File: config.mk
export PLATFORM = sky130hd
export DESIGN_NAME = his_reader_peak
export DESIGN_NICKNAME = d
export VERILOG_FILES = /design/src/rtl/his_reader_peak.sv
export SDC_FILE = /design/constraint.sdc
export NUM_CORES = 1
export LEC_CHECK = 0
export CAP_MARGIN = 10
export CORE_MARGIN = 2
export CORE_UTILIZATION = 30
export CTS_CLUSTER_DIAMETER = 200
export DETAILED_ROUTE_END_ITERATION = 7
export GPL_TIMING_DRIVEN = 1
export PLACE_DENSITY = 0.69
export SLEW_MARGIN = 10
export SYNTH_ARGS = -nofsm -noshare
export SYNTH_HDL_FRONTEND = slang
export SYNTH_SLANG_ARGS = --single-unit
File: constraint.sdc
create_clock -name clk -period 2 [get_ports clk]
set_input_delay 0.4 -clock clk [delete_from_list [all_inputs] [get_ports clk]]
set_output_delay 0.4 -clock clk [all_outputs]
set_load 0.05 [all_outputs]
File: src/rtl/his_reader_peak.sv
// Histogram bank reader: sweeps a completed ping-pong bank, streams every bin,
// clears each word behind the read and reports the peak bin of each pixel.
module his_reader_peak #(
  parameter int NB    = 8,
  parameter int CNT_W = 16,
  parameter int PIX_W = 2
) (
  input  logic              clk,
  input  logic              res,
  input  logic              acq_done,
  input  logic              his_num,
  output logic              rd_en,
  output logic [PIX_W+NB:0] rd_addr,
  input  logic [CNT_W-1:0]  rd_data,
  output logic              clr_en,
  output logic [PIX_W+NB:0] clr_addr,
  output logic              bin_valid,
  input  logic              bin_ready,
  output logic [CNT_W-1:0]  bin_data,
  output logic [NB-1:0]     bin_idx,
  output logic [PIX_W-1:0]  pix_idx,
  output logic              bin_last,
  output logic              peak_valid,
  output logic [NB-1:0]     peak_bin,
  output logic [CNT_W-1:0]  peak_count,
  output logic [PIX_W-1:0]  peak_pix,
  output logic              busy,
  output logic              done,
  output logic              overrun
);

  typedef enum logic [2:0] {
    S_IDLE,
    S_RD,
    S_LAT,
    S_SEND,
    S_PEAK,
    S_DONE
  } state_t;

  localparam logic [NB-1:0]    BIN_LAST = '1;
  localparam logic [PIX_W-1:0] PIX_LAST = '1;

  state_t             state_q;
  logic               bank_q;
  logic [PIX_W-1:0]   pix_q;
  logic [NB-1:0]      bin_q;
  logic [CNT_W-1:0]   max_q;
  logic [NB-1:0]      peak_bin_q;
  logic [CNT_W-1:0]   bin_data_q;
  logic               rd_en_q;
  logic               clr_en_q;
  logic               bin_valid_q;
  logic               bin_last_q;
  logic               peak_valid_q;
  logic               done_q;
  logic               overrun_q;

  always_ff @(posedge clk) begin
    if (res) begin
      state_q      <= S_IDLE;
      bank_q       <= 1'b0;
      pix_q        <= '0;
      bin_q        <= '0;
      max_q        <= '0;
      peak_bin_q   <= '0;
      bin_data_q   <= '0;
      rd_en_q      <= 1'b0;
      clr_en_q     <= 1'b0;
      bin_valid_q  <= 1'b0;
      bin_last_q   <= 1'b0;
      peak_valid_q <= 1'b0;
      done_q       <= 1'b0;
      overrun_q    <= 1'b0;
    end else begin
      rd_en_q      <= 1'b0;
      clr_en_q     <= 1'b0;
      peak_valid_q <= 1'b0;
      done_q       <= 1'b0;
      // A new acquisition cannot be taken mid-sweep, including the DONE cycle.
      if (acq_done && state_q != S_IDLE)
        overrun_q <= 1'b1;
      case (state_q)
        S_IDLE: begin
          if (acq_done) begin
            bank_q     <= his_num;
            pix_q      <= '0;
            bin_q      <= '0;
            max_q      <= '0;
            peak_bin_q <= '0;
            overrun_q  <= 1'b0;
            rd_en_q    <= 1'b1;
            state_q    <= S_RD;
          end
        end
        S_RD: begin
          clr_en_q <= 1'b1;
          state_q  <= S_LAT;
        end
        S_LAT: begin
          bin_data_q  <= rd_data;
          // Strict compare keeps the lowest bin index on ties.
          if (rd_data > max_q) begin
            max_q      <= rd_data;
            peak_bin_q <= bin_q;
          end
          bin_valid_q <= 1'b1;
          bin_last_q  <= (bin_q == BIN_LAST);
          state_q     <= S_SEND;
        end
        S_SEND: begin
          if (bin_ready) begin
            bin_valid_q <= 1'b0;
            bin_last_q  <= 1'b0;
            if (bin_q == BIN_LAST) begin
              peak_valid_q <= 1'b1;
              state_q      <= S_PEAK;
            end else begin
              bin_q   <= bin_q + 1'b1;
              rd_en_q <= 1'b1;
              state_q <= S_RD;
            end
          end
        end
        S_PEAK: begin
          if (pix_q == PIX_LAST) begin
            done_q  <= 1'b1;
            state_q <= S_DONE;
          end else begin
            pix_q      <= pix_q + 1'b1;
            bin_q      <= '0;
            max_q      <= '0;
            peak_bin_q <= '0;
            rd_en_q    <= 1'b1;
            state_q    <= S_RD;
          end
        end
        S_DONE: begin
          state_q <= S_IDLE;
        end
        default: begin
          state_q <= S_IDLE;
        end
      endcase
    end
  end

  // The address is stable from RD through LAT, so the clear hits the word just read.
  assign rd_addr    = {bank_q, pix_q, bin_q};
  assign clr_addr   = {bank_q, pix_q, bin_q};
  assign rd_en      = rd_en_q;
  assign clr_en     = clr_en_q;
  assign bin_valid  = bin_valid_q;
  assign bin_data   = bin_data_q;
  assign bin_idx    = bin_q;
  assign pix_idx    = pix_q;
  assign bin_last   = bin_last_q;
  assign peak_valid = peak_valid_q;
  assign peak_bin   = peak_bin_q;
  assign peak_count = max_q;
  assign peak_pix   = pix_q;
  assign busy       = (state_q != S_IDLE);
  assign done       = done_q;
  assign overrun    = overrun_q;

endmodule

After elaboration in Yosys (flattened, before gate mapping)
Cells that the tools add are included.
W data, S select, Z words.
{ "word_totals": {"reg_bits": 61, "latch_bits": 0, "mem_bits_rw": 0, "romBits": 0, "inputBits": 21, "word_cells": 79, "n_memories": 0} }
{ "op_classes": {"addsub": 2, "n_mul": 0, "n_div": 0, "n_lt_le_gt_ge": 1, "eq_ne": 11, "n_shift": 0, "muxes": 33, "bitwise": 3, "reduce_logical": 15} }
{ "op_table": {"columns": ["op", "n"], "rows": [
  ["$mux W16", 3],
  ["$pmux W16 S3", 1],
  ["$pmux W8 S3", 2],
  ["$mux W8", 5],
  ["$gt A16 B16 Y1", 1],
  ["$pmux W3 S5", 1],
  ["$mux W3", 4],
  ["$mux W1", 11],
  ["$ne A2 B2 Y1 const B", 5],
  ["$reduce_bool A3 Y1", 3],
  ["$add A8 B1 Y8 const B", 1],
  ["$eq A8 B8 Y1 const B", 1],
  ["$eq A3 B2 Y1 const B", 2],
  ["$reduce_and A2 Y1", 3],
  ["$reduce_and A5 Y1", 1],
  ["$mux W2", 2],
  ["$pmux W1 S2", 2],
  ["$pmux W2 S2", 1],
  ["$reduce_and A4 Y1", 1],
  ["$reduce_bool A2 Y1", 2],
  ["$eq A3 B1 Y1 const B", 1],
  ["$eq A3 B3 Y1 const B", 1],
  ["$logic_not A3 Y1", 1],
  ["$not A1 Y1", 3],
  ["other kinds (7)", 7]
]} }

Longest topological paths before layout
{ "depth": {"ltp_word": 5, "depth_mapped": 8} }

Least setup slack after synthesis
Ideal clock, no wire load.
{ "synth_path": {"path_kind": "reg2reg", "from": "register max_q[15] (netlist: peak_count[15])", "to": "register peak_bin_q[3] (netlist: peak_bin[3])", "setup_ns": 0.092, "arrival_ns": 2.371, "slack_ns": -0.463, "stages_incl_launch_ff": 9, "n_path_buf": 1, "synth_period_minus_slack_ns": 2.463, "path_cell_list": "dfxtp_1 inv_1 ha_1 nand4_1 nor4_1 o21ai_0 a311o_2 buf_6 o32ai_1"} }
{ "synth_between": {"elab_chain_cells": 3} }
{ "synth_rtl": {"columns": ["item", "line_no", "source"], "rows": [
  ["from (decl)", "48", "logic [CNT_W-1:0] max_q;"],
  ["from (signal assigned)", "104", "max_q <= rd_data;"],
  ["$gt A16 B16 Y1", "103", "if (rd_data > max_q) begin"],
  ["$ne A2 B2 Y1 (no source line)", null, null],
  ["$reduce_and A4 Y1 (no source line)", null, null],
  ["to (signal assigned)", "105", "peak_bin_q <= bin_q;"],
  ["to (decl)", "49", "logic [NB-1:0] peak_bin_q;"]
]} }
Every way passes these cells.
A chain may end at the register's enable or synchronous reset.

Final worst setup path
{ "layout_path": {"from": "register max_q[10] (netlist: peak_count[10])", "to": "register max_q[14] (netlist: peak_count[14])"} }
{ "layout_between": {"elab_chain_cells": 3} }
{ "layout_rtl": {"columns": ["item", "line_no"], "rows": [
  ["$gt A16 B16 Y1", "103"],
  ["$ne A2 B2 Y1 (no source line)", null],
  ["$reduce_and A4 Y1 (no source line)", null]
]} }
Every way passes these cells.

==> metrics <==
Static Leakage=between 1.5 and 2 nW; Die H=104.0 µm; starting utilization of the core area=0.3081; Final Worst Setup Slack=-0.2849 ns; kind of start point of the critical path=register; worst setup path category=reg -> reg; number of global-route vias before repair=between 3000 and 4000; number of rows created at floorplan=36; Worst-path clk slew=approximately 0.070 ns; result of the run=finished with violations; max-cap viol count=0; Cells on Worst Hold Path=2; vias after detailed routing=~3000; Reg power frac=0.382; initial antenna violation count=0; maximum achievable frequency=437.7 MHz; post-placement cell area=about 4400 µm²; fill cell instance count of the final layout=893; share of the clock period used by the worst path=1.142; IR Drop Worst-Case VDD=between 0.3 and 0.4 mV; Min Clock Period, post-route=approximately 2.3 ns; global-route wire length before repair=about 15 mm; Core ar.=between 9000 and 10000 µm²; Max clock buf depth=2; Rel. slew slack=0.6557; total number of clock tree sinks=between 60 and 70; Worst Tran Pin Value=a little over 0.5 ns; Max stage delay on crit path=around 0.40 ns; total congestion overflow after global routing=0; largest fanout on the critical path=5; Synth area leaders=sky130_fd_sc_hd__dfxtp_1 41%, sky130_fd_sc_hd__ha_1 7.5%, sky130_fd_sc_hd__o32ai_1 6.7%, sky130_fd_sc_hd__inv_1 6.3%, sky130_fd_sc_hd__buf_4 6.0%; unrepaired setup endpoints after global routing=yes; final instance area=5057 µm²; final-report max-slew violation count=0; routed length per instance=about 15 µm; number of register bits inferred by synthesis=61; worst-path cell with the longest stage delay=sky130_fd_sc_hd__a221o_1; number of nets still failing antenna checks after routing=0; most common cell after layout, fill and taps aside=sky130_fd_sc_hd__buf_4; Synth area leader=sky130_fd_sc_hd__dfxtp_1; switching fraction of total power=0.3040; share of Yosys cell area claimed by the top area cell type=0.4073; sequential share of the synthesized area=0.4073; cell breakdown of the critical path=inv_2 > ha_4 > nand4_1 > nor4_2 > a221o_1 > buf_4 > a311o_2 > buf_6 > buf_12 > o32ai_4; commonest non-fill, non-tap cells in the layout=71 x sky130_fd_sc_hd__buf_4, 52 x sky130_fd_sc_hd__clkdlybuf4s50_1, 43 x sky130_fd_sc_hd__nand2_1, 43 x sky130_fd_sc_hd__dfxtp_1, 38 x sky130_fd_sc_hd__inv_1; Crit path arrival time=roughly 2.5 ns; post-route core utilization=0.5198; number of top-level pins=103; maximum number of pins on one net before global-route repair=36; fraction of final layout cells sized beyond drive strength 1=0.3727; number of buffers added on ports=102; relative contribution of the clock network to total power=0.358; 1st-iter DRT viols=between 60 and 70; setup violation total in the final timing report=24; number of CTS-inserted buffers=9; combinational fraction of design power=0.260; power spent charging and discharging nets=1.014 mW; half-perimeter wire length after placement=just over 6 mm; final hold violations=0; clk_lat worst skew=0.34 ns; Syn Nets=between 300 and 400; clk_skew=0.01046 ns; vias per inst=between 4 and 5; number of unique standard cell types used by synthesis=between 40 and 50; CTS HTree Levels=3; Cells after Synth=354; length of the first detailed-routing pass in iterations=4; CTS tree=yes; required time of the worst setup path=roughly 2.2 ns; total inserted antenna cells=0; internal cell power=roughly 2.3 mW; number of nets in the finished design=517; netlist area before placement=2998 µm²; worst hold path class=reg -> reg; final weighted congestion in routability-driven placement=around 0.81; area growth from synthesis to layout=68.70%; CTS root buf=sky130_fd_sc_hd__clkbuf_8; # DRC=0; overall global routing resource usage=0.1704; Worst Hold Slack=~0.46 ns; nature of the critical path endpoint=register; failing checks=setup timing; total number of yosys warnings=0; DRT Wirelength=approximately 9.2 mm; Die Wd=about 100 µm; Pwr Density=roughly 660 nW/µm²; synthesized area per cell=roughly 8.5 µm²; die footprint=around 11000 µm²; R2R depth=10
-- critical path: cells and delay by family (launching register included) --
family          cells  cell delay (ns)
compound gates      3             0.91
flops               1             0.34
buf+inv             4             0.49
fa+ha+maj           1             0.20
simple gates        2             0.24
-- final timing paths --
| kind | from | to | slack [ns] |
|---|---|---|---|
| setup reg to reg | peak_count[10] | peak_count[14] | -0.28 |
| hold / removal | bin_data[6] | bin_data[6] | 0.46 |
| hold reg to reg | bin_data[6] | bin_data[6] | 0.46 |
| setup / recovery | peak_count[10] | peak_count[14] | -0.28 |
-- synth_stat cells (all sizes together) --
master and number:
o21ai 6, o211ai 1, or3b 2, a311o 1, nand3 3, mux2i 1, a31oi 1, a221o 1
a221oi 1, inv 50, o21bai 2, a2111oi 2, or2 1, o32ai 24, nor4b 1, nand3b 2
dfxtp 61, or3 1, buf 32, clkbuf 10, nor4 5, ha 18, nand2b 3, nor2b 1
mux2 1, nor2 21, o32a 1, a22oi 3, and2 2, nor3b 2, a21oi 28, xnor2 7
nand4 4, and4 1, a22o 1, or2b 1, nor3 6, a21o 1, nand2 45
-- what timing repair did --
action	4_1_cts	5_1_grt
gates cloned	6	0
endpoints found under the hold margin	0	0
resized for setup	44	12
setup buffers	8	0
hold buffers	0	0
setup endpoints to repair	25	27
pin swaps	19	9
-- power groups by stage --
stage          sequential [mW]  clock, mW  combinational [mW]
3_3_place_gp              1.30          0               0.722
3_5_place_dp              1.30          0               0.730
4_1_cts                   1.28       1.22               0.849
5_1_grt                   1.28       1.27               0.922
2_1_floorplan             1.43          0               0.324
6_report                  1.28       1.19               0.867
-- registers in the layout (all words and copies together) (netlist names), named ones only --
name / count
clr_en: 1
rd_en: 1
bank_q: 1
peak_valid: 1
peak_pix: 2
bin_idx: 8
bin_last: 1
done: 1
bin_data: 16
peak_bin: 8
peak_count: 16
state_q: 3
bin_valid: 1
-- stage by stage --
| step | instances | TNS [ns] | setup slack [ns] | power, mW |
|---|---|---|---|---|
| 3_3_place_gp | 586 | -12.80 | -0.5361 | 2.022 |
| 5_1_grt | 616 | -7.732 | -0.3346 | 3.468 |
| 6_report | 616 | -6.383 | -0.2849 | 3.335 |
| 4_1_cts | 616 | -5.019 | -0.2207 | 3.347 |
| 2_1_floorplan | 354 | -0.4558 | -0.02526 | 1.759 |
| 3_5_place_dp | 586 | -16.38 | -0.6956 | 2.033 |
-- layer usage --
| metal | up-vias | track usage | part of all wire |
|---|---|---|---|
| li1 | 1434 | - | - |
| met1 | 1374 | 0.1853 | 0.41 |
| met2 | 91 | 0.3078 | 0.52 |
| met3 | 15 | 0.04574 | 0.048 |
| met4 | 0 | 0.07722 | 0.023 |
| met5 | - | 0 | 0 |
-- cells by family after synthesis --
logic type / count (synthesis) / synth area share
muxes: 2 / 0.007095
buffers and inverters: 92 / 0.1569
xor gates and xnor gates: 7 / 0.02045
AOI/OAI and AO/OA: 73 / 0.1732
adders and majority gates: 18 / 0.07513
and+or+nand+nor: 101 / 0.1598
DFF: 61 / 0.4073
-- final cells by class --
cell class                 instances  area, µm²  area share
multi-input combinational        201       1709      0.3380
sequential                        61       1286      0.2543
clock buffer                      15      220.2     0.04354
tap                              133      166.4     0.03290
inverter                          50      190.2     0.03761
timing repair buffer             155       1480      0.2927
clock inverter                     1      5.005   0.0009896
Note: power is estimated with default switching activity, not from simulation.
